[src/rtl/conv_pkg.sv]
`default_nettype none
// ============================================================================
// conv_pkg : tap count and arithmetic helpers shared by the conv2d_stream files
// Revision : 1.0
// ============================================================================
package conv_pkg;

  localparam int TAPS = 9;

  function automatic int acc_width(input int pix_w, input int coef_w);
    return pix_w + coef_w + 5;
  endfunction

  // Saturate a signed value into the unsigned pixel range 0 .. 2^pix_w-1.
  function automatic logic signed [63:0] sat_clamp(input logic signed [63:0] v,
                                                   input int pix_w);
    logic signed [63:0] maxv;
    maxv = (64'sd1 <<< pix_w) - 64'sd1;
    if (v < 64'sd0) return '0;
    if (v > maxv) return maxv;
    return v;
  endfunction

endpackage
`default_nettype wire

[src/rtl/line_buf.sv]
`default_nettype none
// ============================================================================
// line_buf : one image line of delay, single shared read/write pointer
// Revision : 1.0
// ============================================================================
module line_buf #(
  parameter int DEPTH = 64,
  parameter int WIDTH = 8
) (
  input  logic             clk,
  input  logic             rst,
  input  logic             adv,
  input  logic [WIDTH-1:0] din,
  output logic [WIDTH-1:0] dout
);

  localparam int C_PW = (DEPTH > 1) ? $clog2(DEPTH) : 1;

  logic [WIDTH-1:0] r_mem [DEPTH];
  logic [C_PW-1:0]  r_ptr;

  // Read-before-write: dout is the sample written exactly DEPTH advances ago.
  assign dout = r_mem[r_ptr];

  always_ff @(posedge clk) begin
    if (rst) begin
      r_ptr <= '0;
    end else if (adv) begin
      r_ptr <= (r_ptr == C_PW'(DEPTH - 1)) ? '0 : r_ptr + C_PW'(1);
    end
  end

  always_ff @(posedge clk) begin
    if (adv) begin
      r_mem[r_ptr] <= din;
    end
  end

endmodule
`default_nettype wire

[src/rtl/conv2d_stream.sv]
`default_nettype none
// ============================================================================
// conv2d_stream : streaming 3x3 valid-region convolution with shift/abs/clamp
// Revision : 1.0
// ============================================================================
module conv2d_stream
  import conv_pkg::*;
#(
  parameter int PIX_W  = 8,
  parameter int COEF_W = 8,
  parameter int IMG_W  = 64,
  parameter int IMG_H  = 64,
  parameter int SHIFT  = 0
) (
  input  logic                   clk,
  input  logic                   rst,
  input  logic [TAPS*COEF_W-1:0] KERNEL,
  input  logic                   abs_en,
  input  logic [PIX_W-1:0]       in_pix,
  input  logic                   in_valid,
  output logic                   in_ready,
  output logic [PIX_W-1:0]       out_pix,
  output logic                   out_valid,
  input  logic                   out_ready,
  output logic                   out_last
);

  localparam int C_ACC_W  = acc_width(PIX_W, COEF_W);
  localparam int C_PROD_W = PIX_W + COEF_W + 1;
  localparam int C_CW     = $clog2(IMG_W);
  localparam int C_RW     = $clog2(IMG_H);

  logic                       w_en, w_accept, w_first, w_frame_end, w_emit;
  logic [C_CW-1:0]            r_col;
  logic [C_RW-1:0]            r_row;
  logic [PIX_W-1:0]           r_win [3][3];
  logic [PIX_W-1:0]           w_win [3][3];
  logic [PIX_W-1:0]           w_lb0, w_lb1;
  logic [TAPS*COEF_W-1:0]     r_kern;
  logic                       r_abs;
  logic signed [C_PROD_W-1:0] w_coef [TAPS];
  logic signed [C_PROD_W-1:0] w_pixe [TAPS];
  logic signed [C_PROD_W-1:0] w_prod [TAPS];
  logic signed [C_PROD_W-1:0] r_prod [TAPS];
  logic                       r_s1_valid, r_s1_last, r_s1_abs;
  logic signed [C_ACC_W-1:0]  w_sum, w_shift;
  logic signed [63:0]         w_wide;
  logic [PIX_W-1:0]           r_s2_pix;
  logic                       r_s2_valid, r_s2_last;

  assign w_en        = !out_valid || out_ready;
  assign in_ready    = w_en && !rst;
  assign w_accept    = in_valid && in_ready;
  assign w_first     = (r_col == '0) && (r_row == '0);
  assign w_frame_end = (r_col == C_CW'(IMG_W - 1)) && (r_row == C_RW'(IMG_H - 1));
  assign w_emit      = (r_col >= C_CW'(2)) && (r_row >= C_RW'(2));

  line_buf #(.DEPTH(IMG_W), .WIDTH(PIX_W)) u_lb0 (
    .clk(clk), .rst(rst), .adv(w_accept), .din(in_pix), .dout(w_lb0)
  );
  line_buf #(.DEPTH(IMG_W), .WIDTH(PIX_W)) u_lb1 (
    .clk(clk), .rst(rst), .adv(w_accept), .din(w_lb0), .dout(w_lb1)
  );

  // Window as it looks once the incoming column (r-2, r-1, r) is shifted in.
  always_comb begin
    for (int i = 0; i < 3; i++) begin
      w_win[i][0] = r_win[i][1];
      w_win[i][1] = r_win[i][2];
    end
    w_win[0][2] = w_lb1;
    w_win[1][2] = w_lb0;
    w_win[2][2] = in_pix;
  end

  always_ff @(posedge clk) begin
    if (rst) begin
      r_col  <= '0;
      r_row  <= '0;
      r_kern <= '0;
      r_abs  <= 1'b0;
      for (int i = 0; i < 3; i++)
        for (int j = 0; j < 3; j++)
          r_win[i][j] <= '0;
    end else if (w_accept) begin
      r_win <= w_win;
      if (w_first) begin
        r_kern <= KERNEL;
        r_abs  <= abs_en;
      end
      if (r_col == C_CW'(IMG_W - 1)) begin
        r_col <= '0;
        r_row <= (r_row == C_RW'(IMG_H - 1)) ? '0 : r_row + C_RW'(1);
      end else begin
        r_col <= r_col + C_CW'(1);
      end
    end
  end

  always_comb begin
    for (int k = 0; k < TAPS; k++) begin
      w_coef[k] = {{(C_PROD_W - COEF_W){r_kern[k*COEF_W + COEF_W - 1]}},
                   r_kern[k*COEF_W +: COEF_W]};
      w_pixe[k] = {{(C_PROD_W - PIX_W){1'b0}}, w_win[k/3][k%3]};
      w_prod[k] = w_coef[k] * w_pixe[k];
    end
  end

  always_comb begin
    w_sum = '0;
    for (int k = 0; k < TAPS; k++)
      w_sum = w_sum + {{(C_ACC_W - C_PROD_W){r_prod[k][C_PROD_W-1]}}, r_prod[k]};
  end

  assign w_shift = w_sum >>> SHIFT;

  always_comb begin
    w_wide = {{(64 - C_ACC_W){w_shift[C_ACC_W-1]}}, w_shift};
    if (r_s1_abs && (w_wide < 64'sd0)) w_wide = -w_wide;
  end

  // Every stage, including the output register, moves only on w_en.
  always_ff @(posedge clk) begin
    if (rst) begin
      for (int k = 0; k < TAPS; k++) r_prod[k] <= '0;
      r_s1_valid <= 1'b0;
      r_s1_last  <= 1'b0;
      r_s1_abs   <= 1'b0;
      r_s2_pix   <= '0;
      r_s2_valid <= 1'b0;
      r_s2_last  <= 1'b0;
      out_pix    <= '0;
      out_valid  <= 1'b0;
      out_last   <= 1'b0;
    end else if (w_en) begin
      r_prod     <= w_prod;
      r_s1_valid <= w_accept && w_emit;
      r_s1_last  <= w_accept && w_frame_end;
      r_s1_abs   <= r_abs;
      r_s2_pix   <= PIX_W'(sat_clamp(w_wide, PIX_W));
      r_s2_valid <= r_s1_valid;
      r_s2_last  <= r_s1_last;
      out_pix    <= r_s2_pix;
      out_valid  <= r_s2_valid;
      out_last   <= r_s2_last;
    end
  end

endmodule
`default_nettype wire
[config.mk]
export PLATFORM = sky130hd
export DESIGN_NAME = conv2d_stream
export DESIGN_NICKNAME = d
export VERILOG_FILES = /design/src/rtl/conv_pkg.sv /design/src/rtl/line_buf.sv /design/src/rtl/conv2d_stream.sv
export SDC_FILE = /design/constraint.sdc
export NUM_CORES = 2
export LEC_CHECK = 0
export CAP_MARGIN = 20
export CORE_UTILIZATION = 50
export CTS_CLUSTER_DIAMETER = 30
export CTS_CLUSTER_SIZE = 25
export DETAILED_ROUTE_END_ITERATION = 6
export DONT_BUFFER_PORTS = 1
export GPL_TIMING_DRIVEN = 1
export SETUP_SLACK_MARGIN = 0.15
export SLEW_MARGIN = 0
export SYNTH_ARGS = -nofsm -noshare
export SYNTH_HDL_FRONTEND = slang
export SYNTH_SLANG_ARGS = --single-unit
[constraint.sdc]
create_clock -name clk -period 9.4 [get_ports clk]
set_input_delay 2.35 -clock clk [delete_from_list [all_inputs] [get_ports clk]]
set_output_delay 2.35 -clock clk [all_outputs]
set_load 0.05 [all_outputs]
After elaboration in Yosys (flattened, before gate mapping)
Memories as Yosys holds them, arrays and structs flattened. A register that Yosys moved wholly into a read port is not among the register bits.
Index checks and enable logic that the tools add are counted.
- logic and storage cells: 100
- memories kept: 2
- bits in writable memories: 1024
- input port bits: 85
- register bits: 321
- memory bits (read-only): 0
- latch bits: 0
- output and inout bits: 11
- memory list (memory ; depth ; bits a word ; read ports ; clocked after Yosys merged registers in ; write ports ; line ; text):
    u_lb0.r_mem ; 64 ; 8 ; 1 ; 1 ; 1 ; line_buf.sv:19 ; logic [WIDTH-1:0] r_mem [DEPTH];
    u_lb1.r_mem ; 64 ; 8 ; 1 ; 1 ; 1 ; line_buf.sv:19 ;
- muxes and demuxes: 22
- magnitude comparators: 5
- shift operators: 0
- reduce and logical (&&, ||, !) cells: 15
- equality and inequality tests: 4
- divide/modulo/power cells: 0
- multipliers: 9
- bitwise gates (word level): 0
- add/sub/neg operators: 13
- operator list (kind ; count):
    $mul A8 B9 Y17 ; 9
    $add A21 B21 Y21 ; 4
    $gt A64 B9 Y1 const B ; 1
    $lt A64 B1 Y1 const B ; 1
    $mux W64 ; 1
    $neg A21 Y64 ; 1
    $mux W6 ; 8
    $mux W8 ; 4
    $add A6 B1 Y6 const B ; 4
    $eq A6 B6 Y1 const B ; 4
    $add A20 B17 Y21 ; 1
    $lt A21 B1 Y1 const B ; 1
    $add A19 B17 Y20 ; 1
    $add A18 B17 Y19 ; 1
    $add A17 B17 Y18 ; 1
    $ge A6 B2 Y1 const B ; 2
    $logic_not A6 Y1 ; 2
    $mux W1 ; 9
    $logic_and A1 B1 Y1 ; 8
    $reduce_and A2 Y1 ; 2
    $logic_not A1 Y1 ; 2
    $logic_or A1 B1 Y1 ; 1

Depth between registers and ports, before layout
- depth in word-level cells: 20
- depth in mapped cells: 26
- mapped depth without buffers: 23

Hierarchy
From an unflattened synthesis, not the netlist that was laid out.
- cells, all modules: 5934
- area total of the unflattened synthesis: 74928.1 µm²
- modules (own cells, without submodules) (module ; seq. area each (µm²) ; cells an instance ; area each (µm²) ; times used):
    line_buf ; 15615.0 ; 962 ; 20327.0 ; 2
    conv2d_stream ; 6185.9 ; 4010 ; 34274.1 ; 1

Worst setup path after synthesis
No wires, ideal clock.
- kind: register -> register
- from: reg (tool-made name)
- to: reg r_prod[67] in the netlist's numbering
- required time: 9.314 ns
- library setup time: 0.086 ns
- stages on the path, launching flop included: 25
- period minus slack after synthesis: 7.711 ns
- path slack: 1.689 ns
- path buffers: 3
- data arrival time: 7.626 ns
- cells stage by stage: dfxtp_1 -> clkbuf_1 -> buf_1 -> mux4_2 -> mux4_2 -> mux4_2 -> clkbuf_1 -> and2_1 -> ha_1 -> fa_1 -> inv_1 -> fa_1 -> fa_1 -> inv_1 -> ha_1 -> nor2b_1 -> o21ai_0 -> a21boi_0 -> o21ai_0 -> a21boi_0 -> o21ai_0 -> a21oi_1 -> o41ai_1 -> xnor2_1 -> a211oi_1
- RTL lines (item ; line ; text):
    end signal: assignment ; conv2d_stream.sv:136 ; r_prod <= w_prod;
    end: declaration ; conv2d_stream.sv:44 ; logic signed [C_PROD_W-1:0] r_prod [TAPS];

==> results.toml <==
[sta]
relSlewSlack = 0.187
hold_viol = 0
slew_viol_final = 0
tightest_slew_ps = 1210
fin_crit_ps = 7680
fmax_ghz = 0.130
worst_hold_slack_ps = 449
finalCritPeriodShare = 0.817
setup-violations-final = 0
skew_ps = 70.0
rsz0062_at_grt = "no"
fin_setup_tns_ps = 0

[detailed_routing]
drt_pre_antenna_iters = 5
via_per_inst = 5.60
wl_per_cell_um = 22.7
drtAntennaViolNets = 0
wl_um = 181000
vias = 44700
drc = 0
drtIter0Drc = 3345

[yosys]
ys_warn_count = 0
synth.top_cell.area_share = 0.413
synthTopCellsByCount = "1024 x edfxtp_1, 703 x nand2_1, 672 x inv_1, 455 x fa_1, 417 x ha_1"
avgSynthCellArea_um2 = 13.0
yosys.area.top_type = "edfxtp_1"
ys_ff_latch = 1357
synth-edff-count = 1024
synth_nets = 6680
synth.distinct_cells = 75
synthCells = 5723
yosysMostFrequentCell = "edfxtp_1"
async_flop_share = 0
syn_area_um2 = 74500
synth_area_leaders = "edfxtp_1 41%, fa_1 12%, mux4_2 10%, dfxtp_1 9.0%, ha_1 7.0%"
ys_seq_area_frac = 0.502
ys.flop_type = "edfxtp_1"

[grt]
grt_pass1_wl_um = 280000
grt.total_usage = 0.246
grt_pass1_vias = 46200
antenna_found_initial = 2
grt_max_degree = 283
overflow = 0

[place]
dp.cells = 7434
place_congestion = 0.834
dp_hpwl_um = 119000
port_buffers = 0

[power]
max-vdd-ir-drop_v = 0.000186
leakagePower_uw = 0.0336
design_power_total_uw = 19100
pwr_density_cell_nw_per_um2 = 221

[worst_setup_path]
arrival_ps = 8430
worstSetupPathType = "flip-flop to flip-flop"
critPathTopFamily = "adder cells"
rr_worst_depth = 23
cp_max_fo = 73
slowest_stage = "dfxtp_4"
cp.required_ps = 10150
start_kind = "flip-flop"
critical-path-max-stage-delay_ps = 620
path_common_cell = "fa_1"
crit_cells = 23
crit_buf_inv = 4
crit_path_end_kind = "flip-flop"
cp_cell_sequence = "buf_4 -> mux4_2 -> mux4_2 -> mux4_2 -> buf_4 -> and2_1 -> fa_1 -> fa_1 -> inv_1 -> fa_1 -> fa_1 -> inv_1 -> ha_1 -> nor2b_1 -> o21ai_0 -> a21boi_0 -> o21ai_0 -> a21boi_0 -> o21ai_0 -> a21oi_1 -> o41ai_1 -> xnor2_1 -> a211oi_1"

[clock_network]
numCtsBuffers = 302
post_cts_buffers = 0
clock_latency_ps = 900
hold_buffers = 0
cts_tree = "yes"
ctsRootBufferMaster = "clkbuf_16"
cts_resized = 0
clk_pin_slew_ps = 50
clock-sinks = 1357
htreeDepth = 5
clk_path_buf_depth = 4

[floorplanning]
std_cell_rows = 141
coreArea_um2 = 148000
initial_core_util = 0.504
fp.dieArea_um2 = 151000
ios = 96
die_w_um = 388
chipHeight_um = 388

[finish]
layout-drive-gt1-share = 0.149
nets = 6773
utilization = 0.585
fin_cells = 7975
area_growth_syn_to_layout_pct = 16.1

[job]
drv_cap = 0

[worst_hold_path]
hold_path_class = "flip-flop to flip-flop"
hold_depth = 2

[status]
status = "completed"
[area by class of cell]
class	count	area (um^2)
fill	11700	61400
clock inverter	177	1820
antenna	1	2.50
tap	1930	2410
inverter	672	2520
timing repair buffer	56	572
clock buffer	355	8100
multi-input combinational	3427	33600
sequential	1357	37400
[logic make-up (layout without fill, tap and decap cells)]
logic type | count (synthesis) | in the layout | synth area share
AO/OA/AOI/OAI | 527 | 527 | 0.0442
XOR/XNOR | 104 | 104 | 0.0123
adder cells (fa/ha/maj) | 872 | 872 | 0.192
buffers and inverters | 939 | 1260 | 0.0473
flip-flops | 1357 | 1357 | 0.502
multiplexers | 338 | 338 | 0.102
other | 0 | 1 | 0
AND/OR/NAND/NOR | 1586 | 1586 | 0.0996
[tightest hold or removal path, stage by stage (launching register included)]
cell and delay (ps):
dfxtp_1 300, nand2_1 50, a21oi_1 50
[report_power, final]
group	internal, uW	switching (uW)
clock network	6940	3270
logic	836	1220
registers	6610	204
total	14400	4700
[worst paths after layout]
path / start / slack [ps] / to
worst max-delay path: flip-flop / 1720 / r_prod[67]
worst min register to register: r_prod[37] / 450 / r_prod[37]
worst min-delay path: r_prod[37] / 450 / r_prod[37]
worst max register to register: flip-flop / 1720 / r_prod[67]
[placed cells by master, fill, tap and decap left out, types with 15 or more instances in the layout]
cell type   netlist  layout
ha_1            417     417
or3_1            27      27
bufinv_16         0      30
clkbuf_16         0     313
buf_6             0      17
edfxtp_1       1024    1024
a21oi_1         253     253
dfxtp_1         333     327
inv_1           672     672
a211oi_1         21      21
o21ai_0          83      83
a32o_1           18      18
nand3b_1         54      54
nand2b_1         65      64
a21o_1           15      15
nand2_1         703     702
fa_1            455     455
nor3_1           42      42
xor2_1           25      25
o41ai_1          18      18
clkinv_1          0      33
a21boi_0         28      28
nand3_1          36      35
xnor2_1          78      78
and2_1          288     287
clkinv_2          0      49
nor2_1          307     305
buf_4             0      32
nor2b_1          23      22
clkinvlp_4        0      31
clkbuf_1        225      31
clkinv_4          0      15
mux4_2          336     336
[routing by layer]
| metal | share of wire | track usage | vias to the layer above | wire length (um) |
|---|---|---|---|---|
| met2 | 0.46 | 0.379 | 1447 | 83200 |
| met1 | 0.45 | 0.356 | 22700 | 80700 |
| li1 | - | - | 20200 | - |
| met3 | 0.067 | 0.0432 | 326 | 12100 |
| met4 | 0.026 | 0.0780 | 0 | 4730 |
| met5 | 0 | 0 | - | 0 |
[state kept, by name, summed over array words and instances, names as in the netlist, 8 cells and up, named ones only]
signal and flops:
r_win 48, r_prod 153, u_lb1.r_mem 512, r_s2_pix 8, r_kern 72, u_lb0.r_mem 512
out_pix 8
[per-stage QoR]
step / worst slack, ps / area, um^2
after floorplan: 1690 / 74500
after global placement: 1820 / 76300
after detailed placement: 1770 / 76500
after CTS: 1680 / 86400
after global routing: 1150 / 86500
final: 1720 / 86500
No activity file was read; power rests on OpenSTA's default activity.
